## src/rtl/pipe_pkg.sv

```systemverilog
// rtl/pipe_pkg.sv - shared state encoding and default widths for the ID/EX stage register
package pipe_pkg;

  typedef enum logic [1:0] {
    EMPTY = 2'd0,
    FULL  = 2'd1,
    SKID  = 2'd2
  } state_t;

  localparam int DEF_DATA_W   = 32;
  localparam int DEF_NUM_OPS  = 4;
  localparam int DEF_CTRL_W   = 13;
  localparam int DEF_REG_W    = 5;
  localparam int DEF_NUM_REGS = 3;
  localparam logic [DEF_CTRL_W-1:0] DEF_CTRL_NOP = 13'd1;

endpackage

```

## src/rtl/id_ex_pipe_reg_if.sv

```systemverilog
// rtl/id_ex_pipe_reg_if.sv - decode-side and execute-side handshake bundle of the ID/EX stage
interface id_ex_pipe_reg_if
  import pipe_pkg::*;
#(
  parameter int DATA_W   = DEF_DATA_W,
  parameter int NUM_OPS  = DEF_NUM_OPS,
  parameter int CTRL_W   = DEF_CTRL_W,
  parameter int REG_W    = DEF_REG_W,
  parameter int NUM_REGS = DEF_NUM_REGS
);
  logic                      in_valid;
  logic                      in_ready;
  logic [CTRL_W-1:0]         in_ctrl;
  logic [NUM_OPS*DATA_W-1:0] in_ops;
  logic [NUM_REGS*REG_W-1:0] in_regs;
  logic                      stall;
  logic                      flush;
  logic                      out_valid;
  logic                      out_ready;
  logic [CTRL_W-1:0]         out_ctrl;
  logic [NUM_OPS*DATA_W-1:0] out_ops;
  logic [NUM_REGS*REG_W-1:0] out_regs;

  modport master (
    output in_valid, in_ctrl, in_ops, in_regs, stall, flush, out_ready,
    input  in_ready, out_valid, out_ctrl, out_ops, out_regs
  );

  modport slave (
    input  in_valid, in_ctrl, in_ops, in_regs, stall, flush, out_ready,
    output in_ready, out_valid, out_ctrl, out_ops, out_regs
  );
endinterface

```

## src/rtl/pipe_entry.sv

```systemverilog
// rtl/pipe_entry.sv - width-generic storage register with load enable and asynchronous clear
module pipe_entry #(
  parameter int W = 1
) (
  input  logic         clk,
  input  logic         reset,
  input  logic         load,
  input  logic [W-1:0] d,
  output logic [W-1:0] q
);
  always_ff @(posedge clk or posedge reset) begin
    if (reset)     q <= '0;
    else if (load) q <= d;
  end
endmodule

```

## src/rtl/id_ex_pipe_reg.sv

```systemverilog
// rtl/id_ex_pipe_reg.sv - ID/EX stage register with 2-entry skid buffer, stall and flush
// Optional ID_EX_PERF_EN adds bubble_cnt and stall_cnt outputs.
module id_ex_pipe_reg
  import pipe_pkg::*;
#(
  parameter int DATA_W   = DEF_DATA_W,
  parameter int NUM_OPS  = DEF_NUM_OPS,
  parameter int CTRL_W   = DEF_CTRL_W,
  parameter logic [CTRL_W-1:0] CTRL_NOP = DEF_CTRL_NOP,
  parameter int REG_W    = DEF_REG_W,
  parameter int NUM_REGS = DEF_NUM_REGS
) (
  input  logic clk,
  input  logic reset,
  id_ex_pipe_reg_if.slave bus
`ifdef ID_EX_PERF_EN
  ,
  output logic [31:0] bubble_cnt,
  output logic [31:0] stall_cnt
`endif
);
  localparam int OPS_W  = NUM_OPS * DATA_W;
  localparam int REGS_W = NUM_REGS * REG_W;
  localparam int W      = CTRL_W + OPS_W + REGS_W;

  state_t       state, state_nxt;
  logic         in_ready_q;
  logic         in_fire, out_fire;
  logic         load_main, load_skid, main_from_skid;
  logic [W-1:0] in_word, main_d, main_q, skid_q;

  assign in_word  = {bus.in_ctrl, bus.in_ops, bus.in_regs};
  assign in_fire  = bus.in_valid & in_ready_q;
  assign out_fire = bus.out_valid & bus.out_ready & ~bus.stall;
  assign main_d   = main_from_skid ? skid_q : in_word;

  always_comb begin
    state_nxt      = state;
    load_main      = 1'b0;
    load_skid      = 1'b0;
    main_from_skid = 1'b0;
    if (bus.flush) begin
      state_nxt = EMPTY;
    end else begin
      unique case (state)
        EMPTY: if (in_fire) begin
          state_nxt = FULL;
          load_main = 1'b1;
        end
        FULL: begin
          if (in_fire && out_fire) begin
            load_main = 1'b1;
          end else if (in_fire) begin
            state_nxt = SKID;
            load_skid = 1'b1;
          end else if (out_fire) begin
            state_nxt = EMPTY;
          end
        end
        SKID: if (out_fire) begin
          state_nxt      = FULL;
          load_main      = 1'b1;
          main_from_skid = 1'b1;
        end
        default: state_nxt = EMPTY;
      endcase
    end
  end

  // in_ready is looked ahead from the next state so it stays a flop output
  always_ff @(posedge clk or posedge reset) begin
    if (reset) begin
      state      <= EMPTY;
      in_ready_q <= 1'b1;
    end else begin
      state      <= state_nxt;
      in_ready_q <= (state_nxt != SKID);
    end
  end

  pipe_entry #(.W(W)) u_main (
    .clk(clk), .reset(reset), .load(load_main), .d(main_d), .q(main_q)
  );

  pipe_entry #(.W(W)) u_skid (
    .clk(clk), .reset(reset), .load(load_skid), .d(in_word), .q(skid_q)
  );

  // Bubbles carry a NOP and zero specifiers so forwarding compares never match
  assign bus.in_ready  = in_ready_q;
  assign bus.out_valid = (state != EMPTY);
  assign bus.out_ctrl  = bus.out_valid ? main_q[W-1 -: CTRL_W] : CTRL_NOP;
  assign bus.out_ops   = main_q[REGS_W +: OPS_W];
  assign bus.out_regs  = bus.out_valid ? main_q[0 +: REGS_W] : '0;

`ifdef ID_EX_PERF_EN
  always_ff @(posedge clk or posedge reset) begin
    if (reset) begin
      bubble_cnt <= '0;
      stall_cnt  <= '0;
    end else begin
      if (!bus.out_valid)            bubble_cnt <= bubble_cnt + 32'd1;
      if (bus.out_valid && bus.stall) stall_cnt <= stall_cnt + 32'd1;
    end
  end
`endif

endmodule

```

## src/flat_wrapper.sv

```systemverilog
// flat-port wrapper written by rule: the top's interface ports become plain ports
module id_ex_pipe_reg_flat import pipe_pkg::*;
#(
  parameter int DATA_W   = DEF_DATA_W,
  parameter int NUM_OPS  = DEF_NUM_OPS,
  parameter int CTRL_W   = DEF_CTRL_W,
  parameter logic [CTRL_W-1:0] CTRL_NOP = DEF_CTRL_NOP,
  parameter int REG_W    = DEF_REG_W,
  parameter int NUM_REGS = DEF_NUM_REGS
)
  (clk, reset, bus_in_valid, bus_in_ctrl, bus_in_ops, bus_in_regs, bus_stall, bus_flush, bus_out_ready, bus_in_ready, bus_out_valid, bus_out_ctrl, bus_out_ops, bus_out_regs);
  id_ex_pipe_reg_if #(.DATA_W(DATA_W), .NUM_OPS(NUM_OPS), .CTRL_W(CTRL_W), .REG_W(REG_W), .NUM_REGS(NUM_REGS)) bus_i ();
  input  logic clk;
  input  logic reset;
  input wire logic [$bits(bus_i.in_valid)-1:0] bus_in_valid;
  input wire logic [$bits(bus_i.in_ctrl)-1:0] bus_in_ctrl;
  input wire logic [$bits(bus_i.in_ops)-1:0] bus_in_ops;
  input wire logic [$bits(bus_i.in_regs)-1:0] bus_in_regs;
  input wire logic [$bits(bus_i.stall)-1:0] bus_stall;
  input wire logic [$bits(bus_i.flush)-1:0] bus_flush;
  input wire logic [$bits(bus_i.out_ready)-1:0] bus_out_ready;
  output wire logic [$bits(bus_i.in_ready)-1:0] bus_in_ready;
  output wire logic [$bits(bus_i.out_valid)-1:0] bus_out_valid;
  output wire logic [$bits(bus_i.out_ctrl)-1:0] bus_out_ctrl;
  output wire logic [$bits(bus_i.out_ops)-1:0] bus_out_ops;
  output wire logic [$bits(bus_i.out_regs)-1:0] bus_out_regs;
  assign bus_i.in_valid = bus_in_valid;
  assign bus_i.in_ctrl = bus_in_ctrl;
  assign bus_i.in_ops = bus_in_ops;
  assign bus_i.in_regs = bus_in_regs;
  assign bus_i.stall = bus_stall;
  assign bus_i.flush = bus_flush;
  assign bus_i.out_ready = bus_out_ready;
  assign bus_in_ready = bus_i.in_ready;
  assign bus_out_valid = bus_i.out_valid;
  assign bus_out_ctrl = bus_i.out_ctrl;
  assign bus_out_ops = bus_i.out_ops;
  assign bus_out_regs = bus_i.out_regs;
  id_ex_pipe_reg #(.DATA_W(DATA_W), .NUM_OPS(NUM_OPS), .CTRL_W(CTRL_W), .CTRL_NOP(CTRL_NOP), .REG_W(REG_W), .NUM_REGS(NUM_REGS)) u_core (.clk(clk), .reset(reset), .bus(bus_i));
endmodule
```

## config.mk

```make
export PLATFORM = sky130hd
export DESIGN_NAME = id_ex_pipe_reg_flat
export DESIGN_NICKNAME = d
export VERILOG_FILES = /design/src/rtl/pipe_pkg.sv /design/src/rtl/id_ex_pipe_reg_if.sv /design/src/rtl/pipe_entry.sv /design/src/rtl/id_ex_pipe_reg.sv /design/src/flat_wrapper.sv
export SDC_FILE = /design/constraint.sdc
export NUM_CORES = 1
export LEC_CHECK = 0
export BUFFER_PORTS_ARGS = -buffer_cell sky130_fd_sc_hd__buf_2
export CAP_MARGIN = 20
export CORE_ASPECT_RATIO = 1.25
export CORE_MARGIN = 10
export CORE_UTILIZATION = 57
export CTS_BUF_LIST = sky130_fd_sc_hd__clkbuf_8
export CTS_CLUSTER_DIAMETER = 60
export DETAILED_ROUTE_END_ITERATION = 7
export PLACE_DENSITY = 0.91
export SLEW_MARGIN = 30
export SYNTH_ARGS = -nofsm -noshare
export SYNTH_HDL_FRONTEND = slang
export SYNTH_SLANG_ARGS = --single-unit
```

## constraint.sdc

```tcl
create_clock -name clk -period 13.7 [get_ports clk]
set_clock_uncertainty 0.15 [all_clocks]
set_input_delay 2.055 -clock clk [delete_from_list [all_inputs] [get_ports clk]]
set_output_delay 2.055 -clock clk [all_outputs]
set_load 0.05 [all_outputs]
```

==> flow_metrics.env <==
export IMPL_outcome="completed"
export IMPL_dr_wl_met2_um=18900
export IMPL_cts_repair_resized=0
export IMPL_path_cells="buf_2 -> nand4bb_4 -> or3b_4 -> buf_6 -> buf_4 -> mux2_1"
export IMPL_grt_pass1_wl_um=60600
export IMPL_wl_met3_um=3020
export IMPL_path_class="primary input to flip-flop"
export IMPL_stdcell_area_sq_um=16400
export IMPL_netlist_top_cells_area="dfrtp_1 (54%), mux2_4 (10%), o32ai_1 (9.4%)"
export IMPL_finalWeightedCongestion=0.821
export IMPL_hold_viol=0
export IMPL_cts_root_buf="clkbuf_8"
export IMPL_drive_gt1_frac=0.427
export IMPL_min_period_over_period=0.389
export IMPL_worstSetupPathDepth=6
export IMPL_slew_headroom=0.349
export IMPL_placed_cell_area_sq_um=15300
export IMPL_crit_fanout=61
export IMPL_nNetsFinal=1377
export IMPL_crit_path_end_kind="flip-flop"
export IMPL_drv_cap=0
export IMPL_min_path_cells=1
export IMPL_synth_top_cell_area_share=0.538
export IMPL_cts_inserted_buffers=49
export IMPL_hp_class="flip-flop to flip-flop"
export IMPL_grt_max_degree=111
export IMPL_ys_seq_area_frac=0.540
export IMPL_dieHeight_um=199
export IMPL_port_buffers=319
export IMPL_ys_seq_elements=315
export IMPL_startpoint_type="primary input"
export IMPL_critPathMaxStageDelay_ps=870
export IMPL_coreArea_sq_um=25200
export IMPL_synthCells=1065
export IMPL_vias=10100
export IMPL_grtUsageTotal=0.229
export IMPL_leakage_nw=7.56
export IMPL_h_tree_depth=2
export IMPL_worstPathArrival_ps=5590
export IMPL_routedWlPerCell_um=24.6
export IMPL_ys_warn_count=0
export IMPL_slew_violations=0
export IMPL_yosys_area_top_type="dfrtp_1"
export IMPL_setup_viol=0
export IMPL_tightest_slew_ps=976
export IMPL_viasPerCell=6.32
export IMPL_highest_layer="met5"
export IMPL_power_density_nw_per_um2=199
export IMPL_drtPass1Iterations=5
export IMPL_grt_ovfl_total=0
export IMPL_timing_setup_tns_ps=0
export IMPL_grt_antenna_before_repair=5
export IMPL_dp_hpwl_um=24200
export IMPL_min_period_ps=5320
export IMPL_worstPathRequired_ps=13970
export IMPL_postSynthAreaPerCell_sq_um=13.7
export IMPL_synth_area_sq_um=14600
export IMPL_drt_iter0_drc=663
export IMPL_wl_met1_um=15600
export IMPL_start_util=0.579
export IMPL_area_growth_pct=12.1
export IMPL_grt_pass1_vias=10800
export IMPL_clk_latency_ps=570
export IMPL_ant_nets=0
export IMPL_clk_path_buf_depth=3
export IMPL_max_freq_ghz=0.188
export IMPL_slowest_stage="or3b_4"
export IMPL_die_w_um=163
export IMPL_drc=0
export IMPL_critPathTopFamily="buffers and inverters"
export IMPL_reg2regPathDepth=5
export IMPL_worst_path_buf_inv=3
export IMPL_synth_fp_nets=1227
export IMPL_ios=320
export IMPL_rsz0062_at_grt="false"
export IMPL_cts_sinks=315
export IMPL_clk_pin_slew_ps=50
export IMPL_row_count=65
export IMPL_max_vdd_ir_drop_uv=106
export IMPL_drt_wl_total_um=39100
export IMPL_die_area_sq_um=32500
export IMPL_cts_tree="built"
export IMPL_cts_setup_buffers=0
export IMPL_synth_distinct_cells=29
export IMPL_hold_buffers=0
==> worst paths after layout <==
| kind | start | slack, ps | endpoint |
|---|---|---|---|
| max in group asynchronous | reset | 9980 | u_core.bus.in_ready |
| hold / removal | u_core.u_skid.q[29] | 340 | u_core.u_skid.q[29] |
| hold reg to reg | u_core.u_skid.q[29] | 340 | u_core.u_skid.q[29] |
| min in group asynchronous | reset | 1440 | u_core.u_main.q[69] |
| setup / recovery | bus_in_valid | 8380 | u_core.u_skid.q[15] |
| setup reg to reg | u_core.state[1] | 9360 | u_core.u_skid.q[15] |
==> logic make-up after synthesis <==
kind of cell / after synthesis / share of synthesized area
compound gates: 315 / 0.189
buf+inv: 238 / 0.105
flops: 315 / 0.540
mux: 157 / 0.147
simple gates: 40 / 0.0190
==> cells in the final DEF (no fill, tap or decap), types with 2 or more instances in the layout <==
cell / netlist / routed
clkinv_2: 0 / 7
a2bb2oi_1: 155 / 155
mux2_4: 100 / 100
bufinv_16: 0 / 3
mux2_2: 17 / 17
mux2_1: 40 / 40
buf_4: 132 / 9
nor2b_1: 28 / 28
inv_1: 3 / 15
diode_2: 0 / 5
o32ai_1: 156 / 156
clkbuf_8: 0 / 62
buf_6: 16 / 5
inv_6: 0 / 2
buf_12: 0 / 2
buf_2: 19 / 318
nand4bb_4: 1 / 2
dfrtp_1: 314 / 314
==> synth_stat cells, drive strengths merged <==
master and count:
nand3b 1, nand4 1, nand2b 1, inv 3
dfstp 1, nor2 1, dfrtp 314, nor4bb 1
nand2 1, or2 1, nand4bb 2, o21ai 1
or3 1, a221oi 2, clkbuf 68, nor3 1
mux2 157, o2bb2a 1, a2bb2oi 155, nor2b 28
or3b 1, buf 167, o32ai 156
==> flip-flops by register name, indices dropped and copies added (netlist names) <==
signal / cells
u_core.u_main.q: 156
u_core.state: 2
u_core.bus.in_ready: 1
u_core.u_skid.q: 156
==> metal layers <==
metal	up-vias	GRT usage
met2	498	0.366
met1	5167	0.289
met5	-	0
li1	4289	-
met4	4	0.0967
met3	103	0.0596
==> metrics by stage <==
stage / instances / power, mW / hold WS (ps) / util / worst slack, ps
3_3_place_gp: 1497 / 2.36 / 323 / 0.605 / 7670
5_1_grt: 1589 / 3.38 / 355 / 0.649 / 8270
3_5_place_dp: 1499 / 2.41 / 332 / 0.607 / 7870
6_report: 1592 / 3.25 / 342 / 0.649 / 8380
4_1_cts: 1587 / 3.26 / 347 / 0.648 / 8460
2_1_floorplan: 1065 / 2.27 / 314 / - / 2780
==> layout make-up <==
cell class,instances,area [sq um]
Antenna cell,5,12.5
Clock buffer,62,853
Clock inverter,26,199
Fill cell,1727,8850
Inverter,3,18.8
Multi-Input combinational cell,512,5220
Sequential cell,315,7880
Tap cell,335,419
Timing Repair Buffer,334,1760
==> power breakdown <==
group,total [mW],switching [mW],internal (mW)
clock network,0.839,0.374,0.465
registers,1.39,0.178,1.21
logic,1.02,0.635,0.387
total,3.25,1.19,2.06
Note: power is estimated with default switching activity, not from simulation.
